**config.mk**
```make
export PLATFORM = sky130hd
export DESIGN_NAME = cbus_arbiter_n
export DESIGN_NICKNAME = d
export VERILOG_FILES = /design/src/rtl/cbus_arbiter_n_pkg.sv /design/src/rtl/cbus_arbiter_n_rr_picker.sv /design/src/rtl/cbus_arbiter_n.sv
export SDC_FILE = /design/constraint.sdc
export NUM_CORES = 1
export LEC_CHECK = 0
export CAP_MARGIN = 5
export CORE_AREA = 2 2 214 216
export DETAILED_ROUTE_END_ITERATION = 12
export DIE_AREA = 0 0 216 218
export GPL_TIMING_DRIVEN = 1
export PLACE_DENSITY = 0.32
export SLEW_MARGIN = 20
export SYNTH_ARGS = -nofsm -noshare
export SYNTH_HDL_FRONTEND = slang
export SYNTH_SLANG_ARGS = --single-unit
```
**constraint.sdc**
```tcl
create_clock -name clk -period 1.21 [get_ports clk]
set_input_delay 0.242 -clock clk [delete_from_list [all_inputs] [get_ports clk]]
set_output_delay 0.242 -clock clk [all_outputs]
set_load 0.1 [all_outputs]
```
**src/rtl/cbus_arbiter_n_pkg.sv**
```systemverilog
// Shared types for the cbus N-port arbiter: request/response structs, arbitration mode
// and FSM state encoding.
package cbus_arbiter_n_pkg;

    parameter int unsigned CBUS_MAX_PORTS = 8;

    typedef enum logic {
        ARB_RR    = 1'b0,
        ARB_FIXED = 1'b1
    } arb_mode_t;

    typedef enum logic {
        StIdle = 1'b0,
        StBusy = 1'b1
    } arb_state_e;

    typedef struct packed {
        logic        valid;
        logic        write;
        logic [31:0] addr;
        logic [7:0]  len;
        logic [2:0]  size;
        logic [63:0] data;
        logic [7:0]  strb;
    } cbus_req_t;

    typedef struct packed {
        logic        ready;
        logic        last;
        logic [63:0] data;
    } cbus_resp_t;

endpackage

```
**src/rtl/cbus_arbiter_n_rr_picker.sv**
```systemverilog
// Combinational winner search: round-robin starting at rr_ptr_i, or fixed priority
// (lowest index wins) when ARB_MODE is ARB_FIXED.
module cbus_arbiter_n_rr_picker
    import cbus_arbiter_n_pkg::*;
#(
    parameter int unsigned NUM_PORTS = 2,
    parameter arb_mode_t   ARB_MODE  = ARB_RR
) (
    input  logic [NUM_PORTS-1:0]         req_i,
    input  logic [$clog2(NUM_PORTS)-1:0] rr_ptr_i,
    output logic                         found_o,
    output logic [$clog2(NUM_PORTS)-1:0] idx_o
);
    localparam int unsigned IdxW = $clog2(NUM_PORTS);

    logic [IdxW-1:0] cand;

    always_comb begin
        found_o = 1'b0;
        idx_o   = '0;
        cand    = '0;
        for (int unsigned k = 0; k < NUM_PORTS; k++) begin
            if (ARB_MODE == ARB_FIXED) begin
                cand = IdxW'(k);
            end else begin
                cand = IdxW'((32'(rr_ptr_i) + k) % NUM_PORTS);
            end
            if (!found_o && req_i[cand]) begin
                found_o = 1'b1;
                idx_o   = cand;
            end
        end
    end

endmodule

```
**src/rtl/cbus_arbiter_n.sv**
```systemverilog
// N-port cbus arbiter: locks one upstream master onto the downstream port for a whole
// burst, then returns to idle for one cycle before the next grant.
module cbus_arbiter_n
    import cbus_arbiter_n_pkg::*;
#(
    parameter int unsigned NUM_PORTS = 2,
    parameter arb_mode_t   ARB_MODE  = ARB_RR
) (
    input  logic                         clk,
    input  logic                         resetn,
    input  cbus_req_t  [NUM_PORTS-1:0]   ireqs,
    output cbus_resp_t [NUM_PORTS-1:0]   iresps,
    output cbus_req_t                    oreq,
    input  cbus_resp_t                   oresp,
    output logic [$clog2(NUM_PORTS)-1:0] grant,
    output logic                         busy
);
    localparam int unsigned IdxW = $clog2(NUM_PORTS);

    arb_state_e           state_q, state_d;
    logic [IdxW-1:0]      grant_q, grant_d;
    logic [IdxW-1:0]      rr_ptr_q, rr_ptr_d;
    logic [IdxW-1:0]      pick_idx;
    logic                 pick_found;
    logic [NUM_PORTS-1:0] req_valid;
    logic                 done;

    always_comb begin
        req_valid = '0;
        for (int unsigned i = 0; i < NUM_PORTS; i++) begin
            req_valid[i] = ireqs[i].valid;
        end
    end

    cbus_arbiter_n_rr_picker #(
        .NUM_PORTS (NUM_PORTS),
        .ARB_MODE  (ARB_MODE)
    ) u_picker (
        .req_i    (req_valid),
        .rr_ptr_i (rr_ptr_q),
        .found_o  (pick_found),
        .idx_o    (pick_idx)
    );

    assign done = oresp.ready && oresp.last;

    always_comb begin
        state_d  = state_q;
        grant_d  = grant_q;
        rr_ptr_d = rr_ptr_q;
        unique case (state_q)
            StIdle: begin
                if (pick_found) begin
                    state_d = StBusy;
                    grant_d = pick_idx;
                end
            end
            StBusy: begin
                // Completion always goes through idle, so a re-grant waits one cycle.
                if (done) begin
                    state_d = StIdle;
                    if (ARB_MODE == ARB_RR) begin
                        rr_ptr_d = (grant_q == IdxW'(NUM_PORTS - 1)) ? '0 : grant_q + 1'b1;
                    end
                end
            end
            default: state_d = StIdle;
        endcase
    end

    always_ff @(posedge clk or negedge resetn) begin
        if (!resetn) begin
            state_q  <= StIdle;
            grant_q  <= '0;
            rr_ptr_q <= '0;
        end else begin
            state_q  <= state_d;
            grant_q  <= grant_d;
            rr_ptr_q <= rr_ptr_d;
        end
    end

    // Outputs depend only on registered state in idle: no valid-to-oreq path.
    always_comb begin
        oreq   = '0;
        iresps = '0;
        if (state_q == StBusy) begin
            oreq            = ireqs[grant_q];
            iresps[grant_q] = oresp;
        end
    end

    assign busy  = (state_q == StBusy);
    assign grant = grant_q;

    a_owner_holds_valid: assert property (@(posedge clk) disable iff (!resetn)
        (state_q == StBusy) |-> ireqs[grant_q].valid);

endmodule

```
==> results of run 1 <==
[report_power, final]
part / switching, uW / leakage, uW / internal [uW]
logic: 15300 / 0.00628 / 10600
registers: 47.2 / 0.0000323 / 137
clock network: 90.4 / 0.0000382 / 435
[metal layers]
| metal | vias up | wire (um) |
|---|---|---|
| li1 | 2586 | - |
| met1 | 2477 | 9530 |
| met2 | 323 | 15700 |
| met3 | 20 | 3270 |
| met4 | 4 | 461 |
| met5 | - | 21 |
[logic make-up (layout without fill, tap and decap cells)]
group	Yosys count	after routing	synth area share [%]
AO/OA/AOI/OAI	2	2	0.542
buffers and inverters	50	624	11.3
flip-flops	3	3	2.32
multiplexers	118	118	36.5
AND/OR/NAND/NOR	255	255	49.3
[what timing repair did]
action,in CTS,in global routing
cloned,2,5
setup buffers,7,4
pin swaps,2,4
setup endpoints to repair,253,254
hold endpoints to repair,0,0
resized for setup,66,33
[cell usage after synthesis, drive strengths merged]
library cell  number
clkbuf            25
mux2i            118
nor2b            120
and2              65
nor2               1
inv                1
a2bb2oi            1
dfrtp              3
and3              66
o31a               1
nand3              1
nand2              2
buf               24
[placed cells by master, fill, tap and decap left out]
master,count
a2bb2oi_1,1
and2_4,65
and3_4,66
buf_12,273
buf_16,3
buf_4,29
buf_6,7
buf_8,1
bufbuf_16,1
clkbuf_1,1
clkbuf_16,7
clkdlybuf4s50_1,301
dfrtp_1,1
dfrtp_4,2
inv_1,1
mux2i_1,46
mux2i_2,60
mux2i_4,12
nand2_1,1
nand2_4,1
nand3_1,1
nor2_4,1
nor2b_1,2
nor2b_4,118
o31a_1,1
[state kept, by name, indices dropped and copies added, names as in the netlist]
| register | flops |
|---|---|
| busy | 1 |
| grant | 1 |
| rr_ptr_q | 1 |
[cell type report]
type	count	area share [%]
Clock buffer	4	0.545
Inverter	1	0.0259
Multi-Input combinational cell	375	31.5
Sequential cell	3	0.570
Tap cell	600	5.19
Timing Repair Buffer	619	62.2
[stage by stage]
stage | total power (uW) | setup WS [ns] | hold slack (ns) | utilization [%] | std cells
after global placement | 25200 | -0.485 | 0.444 | 30.6 | 1581
after floorplan | 16100 | -0.770 | -0.0536 | - | 428
after global routing | 27400 | -0.774 | 0.221 | 32.2 | 1602
after CTS | 26400 | -0.723 | 0.218 | 31.5 | 1594
after detailed placement | 25100 | -0.497 | 0.453 | 30.6 | 1581
final | 26600 | -0.719 | 0.214 | 32.2 | 1602
[worst max-delay path by stage]
stage / from / to / slack, ns / depth (start not counted)
floorplan: grant / oreq[100] / -0.77 / 5
global placement: grant / iresps[61] / -0.49 / 5
detailed placement: grant / iresps[51] / -0.50 / 5
CTS: grant / iresps[7] / -0.72 / 6
global route: grant / iresps[32] / -0.77 / 6
finish: grant / iresps[32] / -0.72 / 6
[critical path, cell delays in order, from the launching register on]
cell,delay [ns]
dfrtp_4,0.53
buf_12,0.15
nor2b_4,0.12
buf_4,0.17
clkbuf_16,0.17
and2_4,0.15
buf_12,0.16
==> impl_metrics.toml, run 1 <==
[status]
outcome = "finished with violations"
violations = "negative setup slack"

[logic_synthesis]
syn_avg_cell_area_um2 = 7.55
synth_seq_area_share_pct = 2.32
syn-num-nets = 730
postSynthRegisterBits = 3
syn_area_um2 = 3230
ys_types = 19
ys.warnings.count = 0
synthCells = 428
synth.top_cells.by_area = "mux2i_1, nor2b_1, and3_1, and2_1, buf_8"
yosysTopAreaCell = "mux2i_1"
synth_largest_type_area_fraction_pct = 36.5

[layout]
design_area_um2 = 14500
final_layout_size_suffix_gt1_share_pct = 64.5
multiInputGateArea_um2 = 4550
area.growth.synth_to_final_pct = 348
diodes = 0
final-seq-area_um2 = 82.6
final_net_count = 1305
filler_instances = 4538

[setup_path]
worstPathRequired_ns = 0.97
setup_slack_on_the_worst_flop_to_flop_path_ns = -0.11
reg2reg_start = "busy"
crit_type = "reg -> out"
worst_setup_path_start_kind = "flip-flop"
end_kind = "primary output"
r2r.worst_path.cells = 4
worst-path-max-fanout = 10
critPathArrivalTime_ns = 1.69
worstReg2RegEnd = "rr_ptr_q"

[route]
route.final.wire_length_mm = 29.0
route.vias.total = 5410
drt_drc_violations_left = 0
drt_pre_antenna_iters = 4
route.detailed.wl_per_inst_um = 18.1
drtIter0Drc = 103
post_drt_via_cell_ratio = 3.38
route.antenna.remaining_nets = 0

[timing]
period_share_pct = 159
timing.max_slew.rel_slack_pct = 77.9
report.final.slew_viol_count = 0
clock.fmax_mhz = 518
setup_viol = 254
final_critical_path_setup_slack_ns = -0.719
timing.clock.skew_ns = 0.00211
rsz0062_at_grt = "true"
timing_hold_violations_final = 0
fin_crit_ns = 1.93
tns_ns = -157.06
worst_slew_pin_tran_ns = 0.332

[power_and_ir_drop]
vdd_ir_drop_max_mv = 0.852
pd_cells_nw_per_um2 = 1840
power.static_leakage_uw = 0.00635

[job]
cap_viol_max_count = 0

[global_route]
grtUsageMet2_pct = 22.2
grt_first_pass_wirelength_mm = 39.9
first_global_vias = 5804
maximum_number_of_pins_on_one_net_before_global_route_repair = 62
initial_antenna_violation_count = 3
met3_track_demand_over_resource_in_global_routing_pct = 5.09
grt_remaining_overflow = 0
use_met1_pct = 11.0
top_usage_layer = "met2"
gr-usage-all-layers_pct = 11.4

[cts]
postCtsHoldBufs = 0
tritoncts.num_buffers = 3
tritoncts = "built"
clk_pin_slew_worst_paths_ns = 0.03
clk-insertion-delay-late_ns = 0.22
clk_path_buf_depth = 2
cts-root-buf = "clkbuf_16"
clk_sink_count = 3
cts_max_level = 1

[floorplanning]
design.core.area_um2 = 44900
die_height_um = 218
floorplan.initialDensity_pct = 7.20
ios = 553
num_rows = 78
die-area_um2 = 47100
die_x_um = 216

[place]
hpwl_mm = 24.9
routabilityCongestion = 0.757
port-buffer-count = 552
postPlaceCellArea_um2 = 13700

[hold_path]
worst_hold_path_type = "in -> async"
(Power assumes the default switching activity.)
==> inputs of run 2 (changes only) <==
Settings changed: SKIP_LAST_GASP set to 1.
==> run 2 against run 1 <==
  * The run still ends with negative setup slack left
  * Combinational power is essentially flat
  * Die area is the same
  * Highest routed layer unchanged
  * Critical path type unchanged
  * Wire length grew 1.2%
  * Non-clock buffer count grew 3
  * Sequential share of layout area is essentially flat
  * Largest power group unchanged
  * Sequential cell count is the same
  * Total power is essentially flat
  * Largest cell class unchanged
  * First-iteration DRC count shrank 32%
  * Clock skew is essentially flat
==> impl_metrics.toml, run 2 (synthesis results as in run 1) <==
[timing]
rsz0062_at_grt = "true"
clock.fmax_mhz = 518
period_share_pct = 159
worst_slew_pin_tran_ns = 0.332
timing_hold_violations_final = 0
timing.max_slew.rel_slack_pct = 77.9
setup_viol = 253
fin_crit_ns = 1.93
tns_ns = -157.10
final_critical_path_setup_slack_ns = -0.719
report.final.slew_viol_count = 0
timing.clock.skew_ns = 0.00212

[power_and_ir_drop]
vdd_ir_drop_max_mv = 0.852
power.static_leakage_uw = 0.00639
pd_cells_nw_per_um2 = 1830

[floorplanning]
num_rows = 78
ios = 553
die_x_um = 216
design.core.area_um2 = 44900
floorplan.initialDensity_pct = 7.20
die_height_um = 218
die-area_um2 = 47100

[global_route]
first_global_vias = 5744
grtUsageMet2_pct = 22.1
met3_track_demand_over_resource_in_global_routing_pct = 5.12
initial_antenna_violation_count = 3
top_usage_layer = "met2"
grt_remaining_overflow = 0
grt_first_pass_wirelength_mm = 39.6
gr-usage-all-layers_pct = 11.3
use_met1_pct = 10.8
maximum_number_of_pins_on_one_net_before_global_route_repair = 62

[place]
routabilityCongestion = 0.757
port-buffer-count = 552
hpwl_mm = 24.9

[layout]
final_net_count = 1308
layout_commonest_cell = "clkdlybuf4s50_1"
diodes = 0
most_used_cells_in_the_layout_excluding_fill_and_tap_cells = "clkdlybuf4s50_1, buf_12, nor2b_4"
area.growth.synth_to_final_pct = 349
final_core_utilization_pct = 32.3
final_layout_size_suffix_gt1_share_pct = 64.3

[route]
route.detailed.wl_per_inst_um = 18.3
route.antenna.remaining_nets = 0
drtIter0Drc = 70
drt_drc_violations_left = 0
drt_pre_antenna_iters = 4
post_drt_via_cell_ratio = 3.39
route.final.wire_length_mm = 29.4
route.vias.total = 5444

[setup_path]
worst_setup_path_start_kind = "flip-flop"
end_kind = "primary output"
worst-path-max-fanout = 10
critPathArrivalTime_ns = 1.69
setup_slack_on_the_worst_flop_to_flop_path_ns = -0.08
worstPathRequired_ns = 0.97
crit_type = "reg -> out"

[cts]
clk-insertion-delay-late_ns = 0.22
clk_path_buf_depth = 2
tritoncts.num_buffers = 3
cts-root-buf = "clkbuf_16"
clk_sink_count = 3
clk_pin_slew_worst_paths_ns = 0.03
cts_max_level = 1
tritoncts = "built"
postCtsHoldBufs = 0

[status]
violations = "negative setup slack"
outcome = "finished with violations"

[hold_path]
worst_hold_path_type = "in -> async"

[job]
cap_viol_max_count = 0
## run 2: cell type report
type                            instances  area (um^2)
Fill cell                            4535        30400
Timing Repair Buffer                  622         9040
Multi-Input combinational cell        375         4550
Tap cell                              600          751
Sequential cell                         3         82.6
Clock buffer                            4         78.8
Inverter                                1         3.75
## run 2: critical path, stage by stage (launching register included)
cell and delay [ns]:
dfrtp_4 0.53, buf_12 0.15, nor2b_4 0.12, buf_4 0.17, clkbuf_16 0.17, and2_4 0.15
buf_12 0.16
## run 2: worst paths after layout
| path | endpoint | depth (start not counted) | from |
|---|---|---|---|
| setup reg to reg | rr_ptr_q | 5 | busy |
| setup / recovery | iresps[32] | 6 | grant |
| min in group clk | grant | 2 | rr_ptr_q |
| hold / removal | busy | 1 | resetn |
| max in group asynchronous | grant | 1 | resetn |
| hold reg to reg | grant | 2 | rr_ptr_q |
## run 2: where the power goes
part	switching [uW]	internal [uW]
clock	90.4	435
combinational	15300	10600
sequential	47.0	137
total	15500	11100
## run 2: timing repair
item                                    in CTS  in global routing
cloned                                       2                  7
buffers inserted                             7                  5
endpoints found under the setup margin     253                254
gates resized for setup                     52                 43
pin swaps                                    0                  2
## run 2: per-layer routing
layer  vias up  share of wire [%]
met5         -              0.072
met4         4                1.6
met3        20                 11
met2       325                 54
met1      2496                 33
li1       2599                  -
## run 2: metrics by stage
step	setup slack [ns]	area, um^2	hold WS, ns	total power, uW	instances
after floorplan	-0.770	4760	-0.0536	16100	428
after global placement	-0.485	13700	0.444	25200	1581
after detailed placement	-0.497	13700	0.453	25100	1581
after CTS	-0.723	14100	0.218	26300	1594
after global routing	-0.775	14500	0.221	27400	1605
final	-0.719	14500	0.214	26600	1605
==> inputs of run 3 (changes only) <==
Settings changed: SLEW_MARGIN 20 to 5.
==> results of run 3 <==
No change in the layout: final DEF, timing and power equal those of run 2.
